$ cat src/rtl/icache_ctrl.sv
// Direct-mapped, one-word-per-line instruction cache with a single-outstanding
// refill controller sitting between the IF stage and the memory controller.
module icache_ctrl #(
  parameter int INDEX_W = 6,
  parameter int ADDR_W  = 17
) (
  input  logic        clk,
  input  logic        rst,
  input  logic        rdy,
  input  logic        if_req_i,
  input  logic [31:0] if_addr_i,
  input  logic        inv_i,
  output logic [31:0] if_inst_o,
  output logic        if_valid_o,
  output logic        if_stallreq_o,
  output logic        mem_req_o,
  output logic [31:0] mem_addr_o,
  input  logic [31:0] mem_inst_i,
  input  logic        mem_done_i,
  output logic [15:0] miss_cnt_o
);

  localparam int LINES = 1 << INDEX_W;
  localparam int TAG_W = ADDR_W - INDEX_W - 2;

  typedef enum logic {
    S_IDLE,
    S_REFILL
  } state_e;

  state_e               state_q, state_d;
  logic                 mem_req_q, mem_req_d;
  logic [31:0]          mem_addr_q, mem_addr_d;
  logic [15:0]          miss_cnt_q, miss_cnt_d;
  logic                 fill_we;

  logic [31:0]          data_q [LINES];
  logic [TAG_W-1:0]     tag_q  [LINES];
  logic [LINES-1:0]     valid_q;

  logic [INDEX_W-1:0]   lk_idx, fill_idx;
  logic [TAG_W-1:0]     lk_tag, fill_tag;
  logic                 lk_hit;

  // Byte offset is ignored; it is consumed here only to keep it visibly intentional.
  logic                 unused_addr_bits;
  assign unused_addr_bits = ^if_addr_i[1:0];

  // Lookup path: index decode, tag compare and data mux only, never mem_inst_i.
  assign lk_idx   = if_addr_i[INDEX_W+1:2];
  assign lk_tag   = if_addr_i[ADDR_W-1:INDEX_W+2];
  assign lk_hit   = valid_q[lk_idx] && (tag_q[lk_idx] == lk_tag);

  assign fill_idx = mem_addr_q[INDEX_W+1:2];
  assign fill_tag = mem_addr_q[ADDR_W-1:INDEX_W+2];

  always_comb begin
    // NOTE: every output and next-state signal gets a default first so no latch is inferred.
    state_d       = state_q;
    mem_req_d     = mem_req_q;
    mem_addr_d    = mem_addr_q;
    miss_cnt_d    = miss_cnt_q;
    fill_we       = 1'b0;
    if_valid_o    = 1'b0;
    if_inst_o     = 32'h0;
    if_stallreq_o = 1'b0;

    unique case (state_q)
      S_IDLE: begin
        if (if_req_i) begin
          if (lk_hit) begin
            if_valid_o = 1'b1;
            if_inst_o  = data_q[lk_idx];
          end else begin
            if_stallreq_o = 1'b1;
            state_d       = S_REFILL;
            mem_req_d     = 1'b1;
            mem_addr_d    = {if_addr_i[31:2], 2'b00};
            if (miss_cnt_q != 16'hFFFF) miss_cnt_d = miss_cnt_q + 16'd1;
          end
        end
      end
      S_REFILL: begin
        // The in-flight fetch cannot be cancelled, so PC changes are ignored here.
        if_stallreq_o = 1'b1;
        if (mem_done_i) begin
          fill_we   = 1'b1;
          mem_req_d = 1'b0;
          state_d   = S_IDLE;
        end
      end
      default: state_d = S_IDLE;
    endcase

    if (!rst) begin
      if_valid_o    = 1'b0;
      if_inst_o     = 32'h0;
      if_stallreq_o = 1'b0;
    end
  end

  // NOTE: sequential state uses non-blocking assignments so all registers update together.
  always_ff @(posedge clk) begin
    if (!rst) begin
      state_q    <= S_IDLE;
      mem_req_q  <= 1'b0;
      mem_addr_q <= 32'h0;
      miss_cnt_q <= 16'h0;
      valid_q    <= '0;
    end else if (rdy) begin
      state_q    <= state_d;
      mem_req_q  <= mem_req_d;
      mem_addr_q <= mem_addr_d;
      miss_cnt_q <= miss_cnt_d;
      // Invalidate wins over a same-cycle install: the line is written but stays invalid.
      if (inv_i)        valid_q           <= '0;
      else if (fill_we) valid_q[fill_idx] <= 1'b1;
    end
  end

  // NOTE: data and tag arrays have no reset; the valid bits alone qualify their contents.
  always_ff @(posedge clk) begin
    if (rst && rdy && fill_we) begin
      data_q[fill_idx] <= mem_inst_i;
      tag_q[fill_idx]  <= fill_tag;
    end
  end

  assign mem_req_o  = mem_req_q;
  assign mem_addr_o = mem_addr_q;
  assign miss_cnt_o = miss_cnt_q;

endmodule

$ cat config.mk
export PLATFORM = sky130hd
export DESIGN_NAME = icache_ctrl
export DESIGN_NICKNAME = d
export VERILOG_FILES = /design/src/rtl/icache_ctrl.sv
export SDC_FILE = /design/constraint.sdc
export NUM_CORES = 2
export LEC_CHECK = 0
export BUFFER_PORTS_ARGS = -buffer_cell sky130_fd_sc_hd__clkbuf_2
export CELL_PAD_IN_SITES_DETAIL_PLACEMENT = 1
export CELL_PAD_IN_SITES_GLOBAL_PLACEMENT = 1
export CORE_MARGIN = 2
export CORE_UTILIZATION = 50
export DETAILED_ROUTE_END_ITERATION = 10
export HOLD_SLACK_MARGIN = 0.15
export PLACE_DENSITY = 0.83
export SLEW_MARGIN = 20
export SYNTH_ARGS = -nofsm -noshare
export SYNTH_HDL_FRONTEND = slang
export SYNTH_SLANG_ARGS = --single-unit
export TNS_END_PERCENT = 100
$ cat constraint.sdc
create_clock -name clk -period 8.79 [get_ports clk]
set_clock_uncertainty 0.2 [all_clocks]
set_input_delay 1.3185 -clock clk [delete_from_list [all_inputs] [get_ports clk]]
set_output_delay 1.3185 -clock clk [all_outputs]
set_load 0.02 [all_outputs]
==> flow_metrics.tcl <==
set metrics [dict create \
    status "completed" \
    syn_inst 4638 \
    grt_pass1_wl_mm 469 \
    maxSlewHeadroom 0.133 \
    portBuffers 148 \
    cp_cell_sequence "buf_8 -> nor2_1 -> a22oi_1 -> a21oi_1 -> o41ai_1 -> o31ai_2 -> xor2_1 -> nand4_1 -> or4_2 -> a211oi_1 -> clkbuf_2" \
    synth_edf_count 2624 \
    min_period_ps 8540 \
    synth.area.top_cells "edfxtp_1, mux4_2, dfxtp_1" \
    fin_crit_sh 0.971 \
    drtIter0Drc 10000 \
    critical_path.max_stage_delay_ps 1260 \
    crit_arrival_ps 7020 \
    tightest_slew_ps 1300 \
    synth_ff_type "edfxtp_1" \
    grt_max_degree 144 \
    initial_core_util 0.502 \
    final_nets 5031 \
    via_count 56300 \
    rows 168 \
    ir_drop_mv 0.234 \
    rsz0062_at_grt "false" \
    drive_gt1_frac 0.297 \
    p_leak_nw 37.8 \
    yosysMostFrequentCell "edfxtp_1" \
    core_sq_um 209000 \
    gp_congestion 0.799 \
    routed_wl_mm 339 \
    cap_violations 0 \
    hold_path.startpoint "valid_q[6]" \
    setup_violations 0 \
    crit_required_ps 7270 \
    vias_per_cell 7.07 \
    drtPass1Iterations 5 \
    yosysWarnings 0 \
    grt_pass1_vias 57600 \
    clock_path_buffers 4 \
    crit_fanout 38 \
    cts_resized 0 \
    finalHoldViolCount 0 \
    drc 0 \
    rr_startpoint "state_q" \
    hold_buffers 0 \
    synth_common_cells "edfxtp_1, mux4_2, nor2_1" \
    yosysTopAreaCell "edfxtp_1" \
    cts_root_buffer "clkbuf_16" \
    synthToLayoutAreaGrowth_pct 13.0 \
    overflow 0 \
    async_reset_ff_frac 0 \
    startpoint_type "input pin" \
    gr-usage-all-layers 0.316 \
    ioPinCount 153 \
    design_area_sq_um 119000 \
    clock_latency_ps 940 \
    cts_max_level 5 \
    startpoint "if_addr_i[2]" \
    hold_path.class "flip-flop to flip-flop" \
    post_cts_buffers 0 \
    power_density_nw_per_um2 230 \
    tns_ps 0 \
    clock_sinks 2736 \
    syn_avg_cell_area_sq_um 22.7 \
    path_class "input pin to primary output" \
    synth_seq_area_share 0.771 \
    drv_slew 0 \
    max_freq_ghz 0.117 \
    placed_cell_area_sq_um 110000 \
    cts_tree "done" \
    synth_area_sq_um 105000 \
    worstRegToRegCells 5 \
    hpwl_mm 154 \
    postRouteAntennaNets 0 \
    path_clk_slew_ps 60 \
    ys_ff_latch 2736 \
    endpoint_kind "primary output" \
    netlist.area_leader.share 0.750 \
    wl_per_cell_um 42.5 \
    die_x_um 462 \
    slowest_stage "or4_2" \
    antenna_found_initial 18 \
    die_area_sq_um 214000 \
    regToRegSetupSlack_ps 4130 \
    synth.distinct_cells 71 \
    die_h_um 462 \
    setup.worst_path.end "if_inst_o[13]" \
    r2r_end "data_q[34][22]" \
    numCtsBuffers 283 \
]
## report_power, final
group	internal, W	switching [W]	leakage [nW]
logic	0.000459	0.000705	8.40
clock network	0.00667	0.00519	4.22
registers	0.0143	0.0000337	25.2
total	0.0214	0.00593	37.8
## per-layer routing
layer / global-route usage / vias up / part of all wire
met4: 0.168 / 14 / 0.059
li1: - / 20300 / -
met3: 0.0850 / 1190 / 0.14
met2: 0.484 / 5587 / 0.47
met5: 0 / - / 0.00028
met1: 0.417 / 29200 / 0.33
## area by class of cell
type,instances,area [sq um]
fill,17500,90500
inverter,10,43.8
timing repair buffer,295,2220
multi-input combinational,1634,23200
antenna,11,27.5
clock inverter,114,1100
tap,2805,3510
sequential,2736,81100
clock buffer,361,7540
## layout by cell type (no fill, tap or decap), types with 7 or more instances in the layout
master | synthesis | final
a211oi_1 | 22 | 22
a21oi_1 | 90 | 90
a22oi_1 | 35 | 35
a311oi_1 | 10 | 10
and3_1 | 16 | 16
buf_12 | 0 | 15
buf_2 | 93 | 20
buf_4 | 22 | 132
bufinv_16 | 0 | 21
clkbuf_1 | 99 | 69
clkbuf_16 | 0 | 290
clkbuf_2 | 0 | 114
clkinv_1 | 2 | 45
clkinv_2 | 0 | 36
dfxtp_1 | 112 | 103
diode_2 | 0 | 11
edfxtp_1 | 2624 | 2624
inv_6 | 0 | 9
mux2_2 | 12 | 12
mux2i_1 | 126 | 126
mux4_2 | 772 | 772
nand2_1 | 123 | 122
nand2b_1 | 11 | 11
nand3_1 | 51 | 51
nor2_1 | 157 | 93
nor2_4 | 0 | 64
nor2b_1 | 38 | 38
o21ai_0 | 38 | 38
o22ai_1 | 8 | 8
o31ai_1 | 11 | 11
or3_1 | 7 | 7
## registers in the layout, summed over array words and instances, names as in the netlist
register,flops
valid_q,64
mem_addr_o,30
state_q,1
tag_q,576
data_q,2048
mem_req_o,1
miss_cnt_o,16
## critical path: cells and delay by family
kind	cells	cell delay, ps
AND/OR/NAND/NOR	3	1900
XOR/XNOR	1	310
buffers and inverters	2	720
AO/OA/AOI/OAI	5	2640
## worst min path at each step
stage,slack [ps],depth (start not counted),end
after floorplan,230,2,valid_q[10]
after global placement,240,2,mem_req_o
after detailed placement,250,2,valid_q[22]
after CTS,270,2,mem_req_o
after global routing,300,2,mem_addr_o[24]
final,260,2,valid_q[6]
## per-stage QoR
stage          power (W)  std cells  hold slack (ps)  utilization  setup slack [ps]
4_1_cts           0.0273       7949              268        0.566               615
3_5_place_dp      0.0157       7474              254        0.525               769
2_1_floorplan     0.0153       4639              231            -              2630
3_3_place_gp      0.0157       7471              236        0.525               825
5_1_grt           0.0278       7959              295        0.567               356
6_report          0.0273       7966              264        0.567               254
## logic make-up after synthesis
logic type | count (synthesis) | synth area share
xor gates and xnor gates | 9 | 0.000750
muxes | 910 | 0.179
DFF | 2736 | 0.771
AOI/OAI and AO/OA | 258 | 0.0161
other | 1 | 0.0000357
buffers and inverters | 269 | 0.0126
and+or+nand+nor | 454 | 0.0202
adders and majority gates | 1 | 0.000119
No activity file was read; power rests on OpenSTA's default activity.
